--- config.mk ---
export PLATFORM = sky130hd
export DESIGN_NAME = nibble_serial_adder
export DESIGN_NICKNAME = d
export VERILOG_FILES = /design/src/rtl/nibble_serial_adder_pkg.sv /design/src/rtl/nibble_serial_adder_adder4bit.sv /design/src/rtl/nibble_serial_adder.sv
export SDC_FILE = /design/constraint.sdc
export NUM_CORES = 1
export LEC_CHECK = 0
export BUFFER_PORTS_ARGS = -buffer_cell sky130_fd_sc_hd__buf_2
export CORE_ASPECT_RATIO = 1.25
export CORE_UTILIZATION = 55
export CTS_CLUSTER_SIZE = 12
export DETAILED_ROUTE_END_ITERATION = 7
export PLACE_DENSITY = 0.81
export SYNTH_ARGS = -nofsm -noshare
export SYNTH_HDL_FRONTEND = slang
export SYNTH_SLANG_ARGS = --single-unit
--- constraint.sdc ---
create_clock -name clk -period 2.7 [get_ports clk]
set_clock_uncertainty 0.05 [all_clocks]
set_input_delay 0.135 -clock clk [delete_from_list [all_inputs] [get_ports clk]]
set_output_delay 0.135 -clock clk [all_outputs]
set_load 0.01 [all_outputs]
--- src/rtl/nibble_serial_adder_pkg.sv ---
// Shared constants for the nibble-serial adder: FSM state encoding and slice width.
package nibble_serial_adder_pkg;

    localparam int NIBBLE_W = 4;

    typedef enum logic [1:0] {
        S_IDLE = 2'd0,
        S_RUN  = 2'd1,
        S_DONE = 2'd2
    } state_e;

endpackage

--- src/rtl/nibble_serial_adder_adder4bit.sv ---
// 4-bit ripple adder slice: {cout, sum} = a + b + cin.
module adder4bit (
    input  logic [3:0] a,
    input  logic [3:0] b,
    input  logic       cin,
    output logic [3:0] sum,
    output logic       cout
);

    assign {cout, sum} = {1'b0, a} + {1'b0, b} + {4'b0000, cin};

endmodule

--- src/rtl/nibble_serial_adder.sv ---
// Wide adder built from a single adder4bit slice, one nibble per clock, LSB first.
// The inter-nibble carry lives in carry_q; the result appears only at RUN exit.
module nibble_serial_adder
    import nibble_serial_adder_pkg::*;
#(
    parameter int WIDTH = 16
) (
    input  logic             clk,
    input  logic             rst_n,
    input  logic             start,
    input  logic [WIDTH-1:0] a,
    input  logic [WIDTH-1:0] b,
    input  logic             cin,
    output logic             busy,
    output logic             done,
    output logic [WIDTH-1:0] sum,
    output logic             cout
);

    localparam int NIBBLES = WIDTH / NIBBLE_W;
    localparam int IDX_W   = (NIBBLES > 1) ? $clog2(NIBBLES) : 1;
    localparam logic [IDX_W-1:0] LAST_IDX = IDX_W'(NIBBLES - 1);

    if ((WIDTH % NIBBLE_W) != 0 || WIDTH < NIBBLE_W) begin : g_bad_width
        $error("nibble_serial_adder: WIDTH must be a multiple of 4 and >= 4");
    end

    typedef logic [NIBBLES-1:0][NIBBLE_W-1:0] nib_vec_t;

    state_e           state_q, state_d;
    logic [IDX_W-1:0] idx_q, idx_d;
    logic             carry_q, carry_d;
    nib_vec_t         a_q, a_d, b_q, b_d, acc_q, acc_d;
    logic [WIDTH-1:0] sum_q, sum_d;
    logic             cout_q, cout_d;
    logic             done_q, done_d;

    logic [NIBBLE_W-1:0] slice_sum;
    logic                slice_cout;

    adder4bit u_slice (
        .a   (a_q[idx_q]),
        .b   (b_q[idx_q]),
        .cin (carry_q),
        .sum (slice_sum),
        .cout(slice_cout)
    );

    always_comb begin
        state_d = state_q;
        idx_d   = idx_q;
        carry_d = carry_q;
        a_d     = a_q;
        b_d     = b_q;
        acc_d   = acc_q;
        sum_d   = sum_q;
        cout_d  = cout_q;
        done_d  = 1'b0;
        case (state_q)
            S_IDLE: begin
                if (start) begin
                    a_d     = a;
                    b_d     = b;
                    carry_d = cin;
                    idx_d   = '0;
                    state_d = S_RUN;
                end
            end
            S_RUN: begin
                acc_d[idx_q] = slice_sum;
                carry_d      = slice_cout;
                if (idx_q == LAST_IDX) begin
                    // acc_d already holds the top nibble written this edge
                    sum_d   = acc_d;
                    cout_d  = slice_cout;
                    done_d  = 1'b1;
                    idx_d   = '0;
                    state_d = S_DONE;
                end else begin
                    idx_d = idx_q + 1'b1;
                end
            end
            S_DONE:  state_d = S_IDLE;
            default: state_d = S_IDLE;
        endcase
    end

    always_ff @(posedge clk or negedge rst_n) begin
        if (!rst_n) begin
            state_q <= S_IDLE;
            idx_q   <= '0;
            carry_q <= 1'b0;
            a_q     <= '0;
            b_q     <= '0;
            acc_q   <= '0;
            sum_q   <= '0;
            cout_q  <= 1'b0;
            done_q  <= 1'b0;
        end else begin
            state_q <= state_d;
            idx_q   <= idx_d;
            carry_q <= carry_d;
            a_q     <= a_d;
            b_q     <= b_d;
            acc_q   <= acc_d;
            sum_q   <= sum_d;
            cout_q  <= cout_d;
            done_q  <= done_d;
        end
    end

    assign busy = (state_q != S_IDLE);
    assign done = done_q;
    assign sum  = sum_q;
    assign cout = cout_q;

endmodule

Word level (Yosys, flattened, before mapping)
Index checks and enable logic that the tools add are counted.
- mux-type cells: 17
- eq/ne operators: 4
- reductions and logical operators: 8
- order comparisons: 2
- $add $sub $neg: 3
- operator list (operator ; count):
    $bmux W4 S2 ; 2
    $bwmux W16 ; 1
    $mux W4 ; 3
    $demux W4 S2 ; 1
    $mux W2 ; 4
    $pmux W2 S2 ; 2
    $reduce_and A2 Y1 ; 4
    $add A4 B4 Y5 ; 1
    $add A5 B1 Y5 ; 1
    $ne A2 B2 Y1 const B ; 2
    $reduce_bool A2 Y1 ; 2
    $lt A2 B3 Y1 const B ; 1
    $mux W1 ; 3
    $add A2 B1 Y2 const B ; 1
    $eq A2 B1 Y1 const B ; 1
    $eq A2 B2 Y1 const B ; 1
    $ge A2 B1 Y1 const B ; 1
    $logic_not A2 Y1 ; 1
    $pmux W1 S2 ; 1
    $logic_and A1 B1 Y1 ; 1
- bits in registers: 71
- output and inout port bits: 19
- logic and storage cells: 52

Logic depth before layout (Yosys ltp)
- depth after elaboration: 5
- mapped depth: 9

Hierarchy
Synthesis repeated with hierarchy kept, for this count alone.
- cells, all modules: 206
- area, all modules: 3211.8 um2
- modules (own cells, without submodules) (module ; area each (um2) ; cells an instance ; instances):
    nibble_serial_adder ; 3067.9 ; 190 ; 1
    adder4bit ; 143.9 ; 16 ; 1

Least setup slack after synthesis
Ideal clock, no wire load.
- kind: reg-to-reg
- from: register idx_q[0]
- to: register sum_q[14] (netlist: sum[14])
- data arrival time: 2.304 ns
- buffers on the path: 1
- slack: 0.228 ns
- setup time: 0.118 ns
- cell stages (with the launch flop): 9
- period minus slack after synthesis: 2.472 ns
- cell sequence: dfrtp_1 -> buf_4 -> mux4_2 -> inv_1 -> fa_1 -> fa_1 -> xor2_1 -> nor2_1 -> a21o_1
- word-level cells in the longest chain between the ends: 5
- elaborated cells between the ends (all ways): 14
- classes of those cells: add/sub (2); order compare (2); eq/ne (1); mux (7); reduce/logical (2)
- RTL lines (element ; RTL line ; source):
    start: declaration ; nibble_serial_adder.sv:31 ; logic [IDX_W-1:0] idx_q, idx_d;
    start signal: assignment ; nibble_serial_adder.sv:101 ; idx_q <= idx_d;
    $bmux W4 S2, or another cell as far along ; nibble_serial_adder.sv:42 ; .a (a_q[idx_q]),
    $mux W4 (not written as such), or another cell as far along ; nibble_serial_adder.sv:42 ;
    $add A4 B4 Y5 / $mux W4 (equally long branches) ; nibble_serial_adder_adder4bit.sv:10, nibble_serial_adder.sv:70 ;
    $add A5 B1 Y5 / $demux W4 S2 (equally long branches) ; nibble_serial_adder_adder4bit.sv:10, nibble_serial_adder.sv:70 ;
    $bwmux W16 ; nibble_serial_adder.sv:70 ; acc_d[idx_q] = slice_sum;
    end signal: assignment ; nibble_serial_adder.sv:106 ; sum_q <= sum_d;
    end: declaration ; nibble_serial_adder.sv:34 ; logic [WIDTH-1:0] sum_q, sum_d;
Parallel ways exist; a longest one is shown, timed or not. The select of a mux whose other input is x is not followed.
A chain may end at the register's enable or synchronous reset.

Final worst setup path
- from: register idx_q[0]
- to: register sum_q[10] (netlist: sum[10])
Same word-level chain as after synthesis.

==> impl_metrics.env <==
export IMPL_fin_ws_ns=0.126
export IMPL_timing_hold_ws_ns=0.0375
export IMPL_synth_area_leaders="dfrtp_1 (54%), mux2_2 (12%), mux4_2 (5.9%)"
export IMPL_clk_pin_slew_worst_paths_ns=0.07
export IMPL_synth_distinct_cells=36
export IMPL_dp_cells=351
export IMPL_wl_met3_um=320
export IMPL_start_util_pct=56.9
export IMPL_place_hpwl_um=4020
export IMPL_outcome="finished clean"
export IMPL_crit_arrival_ns=2.79
export IMPL_dieArea_um2=5900
export IMPL_worstSetupEndpointType="register"
export IMPL_seq_area_frac_synth_pct=54.5
export IMPL_crit_fanout=6
export IMPL_maxCapViolations=0
export IMPL_highest_layer="met4"
export IMPL_cts_buffer_depth=2
export IMPL_core_um2=5410
export IMPL_root_buffer="clkbuf_8"
export IMPL_async_reset_ff_share_pct=100
export IMPL_tritoncts="yes"
export IMPL_placed_area_um2=3400
export IMPL_worst_pin_slew_ns=0.752
export IMPL_synth_main_ff_cell="dfrtp_1"
export IMPL_grt_max_degree=37
export IMPL_fin_util_pct=74.7
export IMPL_h_tree_depth=3
export IMPL_synth_most_common_cell="dfrtp_1"
export IMPL_drt_total_wl_um=6730
export IMPL_critPathLaunchType="register"
export IMPL_power_mw=6.01
export IMPL_layout_drive_gt1_share_pct=39.2
export IMPL_yosysTopAreaCell="dfrtp_1"
export IMPL_grt_pass1_wl_um=11000
export IMPL_final_antenna_net_count=0
export IMPL_clock_latency_ns=0.35
export IMPL_first_pass_iters=4
export IMPL_io_buffers=54
export IMPL_synth_cells=239
export IMPL_period_needed_ns=2.57
export IMPL_fin_area_um2=4040
export IMPL_grt_pass1_vias=2250
export IMPL_max_freq_mhz=389
export IMPL_num_rows=30
export IMPL_io_pins=55
export IMPL_drc=0
export IMPL_p_leak_nw=1.89
export IMPL_grt_usage_pct=26.8
export IMPL_setup_viol=0
export IMPL_power_density_nw_per_um2=1490
export IMPL_slew_headroom_pct=49.9
export IMPL_fin_cells=401
export IMPL_final_hold_viol_count=0
export IMPL_syn_area_um2=3080
export IMPL_yosys_warnings=0
export IMPL_ys_seq_elements=67
export IMPL_post_place_ws_ns=0.0800
export IMPL_cp_data_required_time_ns=2.92
export IMPL_wl_met2_um=3610
export IMPL_period_share_pct=95.3
export IMPL_antenna_found_initial=0
export IMPL_diodes=0
export IMPL_wl_met1_um=2650
export IMPL_yosys_top_cells_count="dfrtp_1 (67), mux2_2 (32), nand2_1 (30), o21ai_0 (24), inv_1 (9)"
export IMPL_syn_nets=284
export IMPL_avgSynthCellArea_um2=12.9
export IMPL_area_growth_pct=31.1
export IMPL_synth_edff_count=0
export IMPL_max_vdd_ir_drop_mv=0.818
export IMPL_drv_slew=0
export IMPL_nNetsFinal=377
export IMPL_clock_sinks=67
export IMPL_rsz0062_at_grt="false"
export IMPL_wl_per_cell_um=16.8
export IMPL_crit_type="register to register"
export IMPL_vias=2154
export IMPL_grt_ovfl_total=0
export IMPL_fin_setup_tns_ns=0
export IMPL_initialDrtViolationCount=150
export IMPL_die_x_um=68.9
export IMPL_fp_dieH_um=85.6
export IMPL_min_path_type="primary input to register"
export IMPL_place_congestion=0.858
export IMPL_synth_top_area_share_pct=54.5
export IMPL_vias_per_cell=5.37
export IMPL_cts_made_buffers=9
-- cell families (layout without fill, tap and decap cells) --
family                     Yosys count  after routing  share of synthesized area [%]
AOI/OAI and AO/OA                   39             39                           7.72
xor gates and xnor gates             2              2                          0.569
adders and majority gates            9              9                           4.15
buffers and inverters               22            120                           3.94
DFF                                 67             67                           54.5
muxes                               47             47                           20.0
and+or+nand+nor                     53             53                           9.15
-- sequential cells by signal (all words and copies together), names as in the netlist --
signal,flops
idx_q,2
done,1
cout,1
acc_q,12
state_q,2
b_q,16
a_q,16
carry_q,1
sum,16
-- routing by layer --
metal,vias up,track usage [%]
met5,-,0
li1,1009,-
met3,13,6.52
met2,71,44.4
met1,1061,32.2
met4,0,12.4
-- final cells by class --
cell class | instances | area [um2]
Sequential cell | 67 | 1680
Clock buffer | 12 | 155
Tap cell | 64 | 80.1
Timing Repair Buffer | 94 | 668
Multi-Input combinational cell | 150 | 1290
Inverter | 10 | 40.0
Fill cell | 358 | 1370
Clock inverter | 4 | 120
-- worst max-delay path, stage by stage (launching register included) --
cell     delay (ns)
dfrtp_2        0.49
mux4_2         0.37
inv_1          0.06
fa_1           0.43
fa_1           0.55
xnor2_2        0.27
mux2i_1        0.11
o21ai_0        0.16
-- placed cells by master, fill, tap and decap left out, types with 3 or more instances in the layout --
master         netlist  final
ha_1                 7      7
mux2i_1              6      6
buf_2                2     54
o21ai_0             24     24
clkbuf_8             0     11
nor2_1               5      5
dfrtp_1             67     66
buf_4                5      5
nand2b_1             5      5
a31oi_1              3      3
bufinv_16            0      4
inv_1                9      9
dlygate4sd3_1        0     34
o21ai_2              5      5
mux2_2              32     32
mux4_2               8      8
nand3_1              3      3
nand2_1             30     30
-- power breakdown --
group	leakage [nW]	internal, mW	switching, mW
clock	0.137	0.758	0.384
sequential	0.804	1.52	0.312
combinational	0.952	1.44	1.60
-- path summary, 6_finish.rpt --
check | start | end | slack (ns) | cells past startpoint
worst min-delay path | start | state_q[0] | 0.04 | 3
worst max-delay path | idx_q[0] | sum[10] | 0.13 | 7
min in group asynchronous | rst_n | sum[9] | 0.34 | 2
worst max register to register | idx_q[0] | sum[10] | 0.13 | 7
max in group asynchronous | rst_n | idx_q[0] | 1.60 | 3
worst min register to register | sum[1] | sum[1] | 0.42 | 2
-- timing repair --
action	CTS	global route
gates resized for setup	0	3
setup buffers	0	0
endpoints found under the hold margin	64	0
endpoints found under the setup margin	0	8
hold buffers	34	0
Note: power is estimated with default switching activity, not from simulation.
